<file path="src/rtl/bomb_timer_ctrl_pkg.sv">
// Shared definitions for the bomb-defuse countdown controller: state encodings,
// the gameState width, and small saturation/clamp helpers.
package bomb_timer_ctrl_pkg;

  localparam int STATE_W = 3;

  typedef enum logic [STATE_W-1:0] {
    S_IDLE  = 3'd0,
    S_LOAD1 = 3'd1,
    S_LOAD2 = 3'd2,
    S_RUN   = 3'd3,
    S_BOOM  = 3'd4,
    S_SAFE  = 3'd5
  } state_t;

  // Strike counter increments but never wraps past 3.
  function automatic logic [1:0] strike_inc(input logic [1:0] s);
    return (s == 2'd3) ? 2'd3 : s + 2'd1;
  endfunction

  // The divider cannot produce a sensible tick below a period of 2.
  function automatic logic [31:0] clamp_period(input logic [31:0] p);
    return (p < 32'd2) ? 32'd2 : p;
  endfunction

endpackage

</file>
<file path="src/rtl/bomb_timer_ctrl_tick_prescaler.sv">
// Countdown tick divider. Counts 0..period-1 while enabled and flags the last
// count as the tick. The period is sampled only while cleared or on a wrap, so
// a period change takes effect at the next wrap.
module tick_prescaler
  import bomb_timer_ctrl_pkg::*;
(
  input  logic        clk,
  input  logic        rst,
  input  logic        clear,
  input  logic        enable,
  input  logic [31:0] period,
  output logic        tick
);

  logic [31:0] cnt_q, cnt_d;
  logic [31:0] per_q, per_d;
  logic        wrap;

  assign wrap = enable && (cnt_q == per_q - 32'd1);
  assign tick = wrap;

  // Next count and period: clear and wrap both restart at 0 and resample the period.
  always_comb begin
    cnt_d = cnt_q;
    per_d = per_q;
    if (clear || wrap) begin
      cnt_d = 32'd0;
      per_d = clamp_period(period);
    end else if (enable) begin
      cnt_d = cnt_q + 32'd1;
    end
  end

  // Divider state registers.
  always_ff @(posedge clk or posedge rst) begin
    if (rst) begin
      cnt_q <= 32'd0;
      per_q <= 32'd2;
    end else begin
      cnt_q <= cnt_d;
      per_q <= per_d;
    end
  end

endmodule

</file>
<file path="src/rtl/bomb_timer_ctrl.sv">
// Bomb-defuse game sequencer: two-cycle digit reconfig, countdown tick
// generation and outcome tracking (timeout, strikes, defuse).
// Optional build macro STRIKE_SPEEDUP_EN: each strike halves the tick period
// (clamped to 2), applied at the next prescaler wrap.
module bomb_timer_ctrl
  import bomb_timer_ctrl_pkg::*;
#(
  parameter int TICK_DIV     = 50_000_000,
  parameter int STRIKE_LIMIT = 3
) (
  input  logic               clk,
  input  logic               rst,
  input  logic               armReq,
  input  logic               defuseReq,
  input  logic               wrongReq,
  input  logic               timerZero,
  output logic               reconfigOut,
  output logic               tickOut,
  output logic [STATE_W-1:0] gameState,
  output logic               exploded,
  output logic               defused,
  output logic [1:0]         strikeCount
);

  localparam logic [31:0] TICK_DIV_U = 32'(TICK_DIV);
  localparam logic [1:0]  LIMIT      = 2'(STRIKE_LIMIT);

  state_t      state_q;
  logic [1:0]  strike_q;
  logic [1:0]  strike_nx;
  logic        reconf_q;
  logic        expl_q;
  logic        def_q;
  logic        run;
  logic        presc_tick;
  logic [31:0] period;

  assign run       = (state_q == S_RUN);
  assign strike_nx = strike_inc(strike_q);

`ifdef STRIKE_SPEEDUP_EN
  assign period = TICK_DIV_U >> strike_q;
`else
  assign period = TICK_DIV_U;
`endif

  // Prescaler is held at 0 outside RUN so every round starts a fresh period.
  tick_prescaler u_presc (
    .clk    (clk),
    .rst    (rst),
    .clear  (!run),
    .enable (run),
    .period (period),
    .tick   (presc_tick)
  );

  // Tick is dropped on the cycle a timeout or an effective defuse wins.
  assign tickOut = presc_tick && !timerZero && !(defuseReq && !wrongReq);

  // Game FSM with registered reconfig/outcome outputs and strike counter.
  always_ff @(posedge clk or posedge rst) begin
    if (rst) begin
      state_q  <= S_IDLE;
      strike_q <= 2'd0;
      reconf_q <= 1'b0;
      expl_q   <= 1'b0;
      def_q    <= 1'b0;
    end else begin
      case (state_q)
        S_IDLE: begin
          if (armReq) begin
            state_q  <= S_LOAD1;
            reconf_q <= 1'b1;
            strike_q <= 2'd0;
          end
        end
        S_LOAD1: begin
          state_q  <= S_LOAD2;
          reconf_q <= 1'b1;
        end
        S_LOAD2: begin
          state_q  <= S_RUN;
          reconf_q <= 1'b0;
        end
        S_RUN: begin
          if (timerZero) begin
            state_q <= S_BOOM;
            expl_q  <= 1'b1;
          end else if (wrongReq) begin
            strike_q <= strike_nx;
            if (strike_nx == LIMIT) begin
              state_q <= S_BOOM;
              expl_q  <= 1'b1;
            end
          end else if (defuseReq) begin
            state_q <= S_SAFE;
            def_q   <= 1'b1;
          end
        end
        S_BOOM, S_SAFE: begin
          if (armReq) begin
            state_q  <= S_LOAD1;
            reconf_q <= 1'b1;
            strike_q <= 2'd0;
            expl_q   <= 1'b0;
            def_q    <= 1'b0;
          end
        end
        default: begin
          state_q  <= S_IDLE;
          reconf_q <= 1'b0;
          expl_q   <= 1'b0;
          def_q    <= 1'b0;
        end
      endcase
    end
  end

  assign reconfigOut = reconf_q;
  assign gameState   = state_q;
  assign exploded    = expl_q;
  assign defused     = def_q;
  assign strikeCount = strike_q;

endmodule

</file>
<file path="config.mk">
export PLATFORM = sky130hd
export DESIGN_NAME = bomb_timer_ctrl
export DESIGN_NICKNAME = d
export VERILOG_FILES = /design/src/rtl/bomb_timer_ctrl_pkg.sv /design/src/rtl/bomb_timer_ctrl_tick_prescaler.sv /design/src/rtl/bomb_timer_ctrl.sv
export SDC_FILE = /design/constraint.sdc
export NUM_CORES = 1
export LEC_CHECK = 0
export CAP_MARGIN = 10
export CORE_MARGIN = 1.5
export CORE_UTILIZATION = 45
export CTS_BUF_LIST = sky130_fd_sc_hd__clkbuf_8
export DETAILED_ROUTE_END_ITERATION = 6
export HOLD_SLACK_MARGIN = 0.12
export PLACE_DENSITY = 0.72
export SETUP_SLACK_MARGIN = 0.05
export SLEW_MARGIN = 20
export SYNTH_ARGS = -nofsm -noshare
export SYNTH_HDL_FRONTEND = slang
export SYNTH_HIERARCHICAL = 1
export SYNTH_SLANG_ARGS = --single-unit
export TNS_END_PERCENT = 1
</file>
<file path="constraint.sdc">
create_clock -name clk -period 4.2 [get_ports clk]
set_input_delay 0.63 -clock clk [delete_from_list [all_inputs] [get_ports clk]]
set_output_delay 0.63 -clock clk [all_outputs]
set_load 0.005 [all_outputs]
</file>
==> summary.md <==
Setup repair after global routing left no endpoint under its margin. In the final timing run, aggregate negative setup slack is 0 ps. The worst hold path terminates at defused$_DFFE_PP0P_. Critical hold path startpoint: defused$_DFFE_PP0P_. For the worst setup path, the data required time is 3570 ps. The count of input and output buffers was 14. The number of DRC violations after detailed-routing iteration 0 was 310; the arrival time at the worst endpoint was 3140 ps. The logs give 5280 sq um for the post-place instance area and 6 for the total of warnings raised by yosys. Summed over all layers, the routed wires come to 10700 um.

In this run, synthesis inferred 0 flip-flops with an integrated enable. The clock reaches the later pin of the worst-skew pair after 370 ps. Once layout is complete, the utilization of the core stands at 54.5%. The largest total area in the synthesized netlist belongs to sky130_fd_sc_hd__dfrtp_1.

The tools report the final net count as 592. The run gives 46.7% as the starting density of the core. Traced cell by cell, the critical path runs through or4_1 > or3_4 > nor3_4 > xnor2_1 > and4_1 > nand4_1 > nor4_1 > and3_1 > nor3b_2 > dlymetal6s2s_1.

The worst setup path is captured at an output port. The worst-case clock skew was 14.0 ps; the power after layout was 2.98 mW. Timing analysis after detailed placement gives a worst setup slack of 316 ps.

The number of global-route vias before repair was 3896. The number of nets with antenna violations after detailed routing came out at 0. The library cell used as clock root buffer was sky130_fd_sc_hd__clkbuf_8. The family with the most delay on the worst path is simple AND/OR/NAND/NOR gates. The logs give 5660 sq um for the final instance area and 9 for the clock buffer count from CTS. The run gives 3 as the total number of H-tree levels. The run gives 2 as the number of buffers on the longest clock path. The transition time of the tightest slew-check pin was 821 ps.

Counting flops with an async set or reset pin after synthesis yields a share of 100%. Dividing total power by cell area gives a power density of 528 nW/um^2. The core region is 10400 sq um. The most critical setup path has its startpoint at u_presc/per_q[18]$_DFFE_PP0P_. Summing every instance area after synthesis gives 4840 sq um. Measured in cells, the most critical reg-to-reg path has a length of 9. Number of iterations in the first detailed-routing pass: 4. The logs give 11400 sq um for the area of the die and 725 for the number of cells in the finished layout apart from fillers. The tools report the number of antenna violations at the first check in global routing as 0. The final setup violation count was 0; the number of cells traversed by the worst hold path was 1. Class of the tightest hold or removal check: flip-flop to flip-flop. In this run, distinct cell masters in the synthesized netlist total 66. The maximum clock rate came out at 0.265 GHz. The antenna cell count was 0; the worst-case hold slack was 502 ps. The largest single stage delay on the critical path is 560 ps. The share of the synthesized area in the top cell type is 36.7%, and the final RePlAce weighted congestion is 0.899. The worst setup path is launched from a flip-flop.

Across all register-to-register paths, the minimum setup slack is 760 ps. Counting flops and latches in the post-synthesis netlist gives 72. The flow ran to the end, and the final reports show no timing, DRC or antenna violations.

The logs give 45.2% for the worst relative slew slack and 513 for the instance count of the mapped netlist. The startpoint identified for the worst register-to-register timing path is u_presc/per_q[7]$_DFFE_PP0P_. The final count of hold timing violations was 0; the sum of net half-perimeters after detailed placement was 7810 um. Among all flip-flop cells after synthesis, the most frequent one is sky130_fd_sc_hd__dfrtp_1. Dividing the detail-routed wire length by the instance count gives 14.8 um. In this run the vertical extent of the chip is 107 um. The growth of design area from synthesis to finish came out at 16.9%. Along the worst path, the maximum fanout reaches 5.

The clock-pin transition on the worst setup and hold timing paths works out to 70 ps. The number of hold buffers added after CTS was 0. Shortest clock period the worst path allows after layout: 3770 ps.

For the final count of pins violating max slew, the log shows 0. The total overflow left after global routing is 0. Using the TritonRoute via totals, the vias-per-cell ratio works out to 5.54. From left edge to right edge, the die measures 107 um. TritonCTS built the clock tree. Worst path buffer plus inverter count: 1. In the post-synthesis netlist, the biggest area contributors are sky130_fd_sc_hd__dfrtp_1, sky130_fd_sc_hd__xor2_1, sky130_fd_sc_hd__mux2_4, sky130_fd_sc_hd__nor2_1, sky130_fd_sc_hd__xnor2_1.

Count of clock tree sinks: 72. The worst setup path is of the flip-flop to output port kind. Sequential elements use 37.2% of the synthesized area. The logs give 47 for the pin count of the biggest net entering global routing and 18100 um for the global-route wire length before repair. The tools report the endpoint of the lowest-slack register-to-register path as u_presc/per_q[6]$_DFFE_PP0P_. The worst-case IR drop observed on VDD is 0.236 mV. Once routing completed, OpenROAD measured the worst setup slack at 429 ps. The share of final-layout standard cells stronger than drive strength 1 was 13.4%.

For this block, the via count after detailed routing is 4019. The cell with the largest stage delay on the worst path is sky130_fd_sc_hd__or4_1. The number of placed instances, taps included, is 705. The number of core rows was 37; the overall routing resource usage was 20.1%.

For this design the static power due to leakage is 2.37 nW. The max-capacitance violation count was 0; the synthesized area per cell was 9.44 sq um. In the routed design, unresolved DRC markers number 0. The top-level I/O count is 15. Dividing the final minimum period by the clock period gives 89.8%.
-- timing repair --
item | 4_1_cts | 5_1_grt
pin swaps | 3 | 3
gates resized for setup | 11 | 10
setup buffers | 2 | 2
setup endpoints to repair | 1 | 1
hold endpoints to repair | 0 | 0
-- kinds of logic (layout without fill, tap and decap cells) --
logic type	count (synthesis)	after routing	share of synthesized area, %
fa+ha+maj	2	2	0.517
other cells	2	63	0.155
simple gates	232	232	26.2
compound gates	58	58	8.27
xor+xnor	70	70	12.7
mux	38	38	10.5
buf+inv	39	54	4.50
flops	72	72	37.2
-- flip-flops by register name, summed over array words and instances, names as in the netlist --
name,count
u_presc/cnt_q,32
u_presc/per_q,32
gameState,3
strikeCount,2
defused,1
exploded,1
reconfigOut,1
-- cell usage in the layout, fill, tap and decap left out, drive strengths merged, types with 3 or more instances in the layout --
master / count
a21o: 3
a21oi: 8
a31oi: 7
and3: 8
buf: 12
bufinv: 3
clkbuf: 11
clkdlybuf4s50: 13
conb: 63
dfrtp: 71
inv: 11
mux2: 32
mux2i: 6
nand2: 29
nand2b: 3
nand3: 18
nand4: 24
nand4b: 4
nor2: 70
nor2b: 6
nor3: 18
nor3b: 5
nor4: 23
nor4b: 3
o21ai: 17
or3: 8
or4: 4
xnor2: 30
xor2: 40
-- per-layer routing --
metal | GRT usage (%) | vias up | routed length (um)
met1 | 25.3 | 1971 | 4850
li1 | - | 1926 | -
met3 | 2.49 | 27 | 367
met5 | 0 | - | 0
met2 | 33.8 | 95 | 5180
met4 | 10.0 | 0 | 310
-- final cells by class --
type                            count  area [sq um]
Inverter                           12          46.3
Timing Repair Buffer               26           245
Multi-Input combinational cell    463          3130
Tap cell                          136           170
Clock buffer                       11           151
Sequential cell                    72          1810
Fill cell                         937          4710
Clock inverter                      5           103
-- power breakdown --
group	switching (mW)	leakage, nW	internal, mW
combinational	0.568	1.33	0.591
sequential	0.286	0.916	0.851
clock	0.263	0.126	0.426
-- cell usage after synthesis, types with 2 or more instances --
library cell,count
sky130_fd_sc_hd__clkbuf_1,12
sky130_fd_sc_hd__mux2i_1,6
sky130_fd_sc_hd__a211o_1,2
sky130_fd_sc_hd__nand3_1,17
sky130_fd_sc_hd__a32oi_1,2
sky130_fd_sc_hd__mux2_4,23
sky130_fd_sc_hd__nor4_2,2
sky130_fd_sc_hd__inv_1,12
sky130_fd_sc_hd__nor2b_1,6
sky130_fd_sc_hd__and4_1,2
sky130_fd_sc_hd__nand2b_1,3
sky130_fd_sc_hd__nor4_1,20
sky130_fd_sc_hd__and3_1,8
sky130_fd_sc_hd__xor2_1,40
sky130_fd_sc_hd__or3_1,8
sky130_fd_sc_hd__a311o_1,2
sky130_fd_sc_hd__a22oi_1,2
sky130_fd_sc_hd__nor3_1,16
sky130_fd_sc_hd__o21ai_0,17
sky130_fd_sc_hd__a21o_1,3
sky130_fd_sc_hd__ha_1,2
sky130_fd_sc_hd__nand2_1,29
sky130_fd_sc_hd__nor4b_1,3
sky130_fd_sc_hd__buf_2,6
sky130_fd_sc_hd__nor2_1,70
sky130_fd_sc_hd__nor3_2,2
sky130_fd_sc_hd__mux2_1,8
sky130_fd_sc_hd__nand4_1,24
sky130_fd_sc_hd__a31oi_1,7
sky130_fd_sc_hd__xnor2_1,30
sky130_fd_sc_hd__dfrtp_1,71
sky130_fd_sc_hd__a22o_1,2
sky130_fd_sc_hd__a21oi_1,8
sky130_fd_sc_hd__and2_1,2
sky130_fd_sc_hd__buf_8,2
sky130_fd_sc_hd__conb_1,2
sky130_fd_sc_hd__nor3b_1,4
sky130_fd_sc_hd__nand4b_1,4
sky130_fd_sc_hd__buf_6,5
sky130_fd_sc_hd__or4_1,3
-- worst max-delay path by stage --
stage,endpoint,slack (ps),depth (start not counted)
after floorplan,u_presc/per_q[2]$_DFFE_PP0P_,910,13
after global placement,tickOut,370,11
after detailed placement,tickOut,320,11
after CTS,tickOut,50,9
after global routing,tickOut,290,10
final,tickOut,430,10
Power figures use the tool's default switching activity.
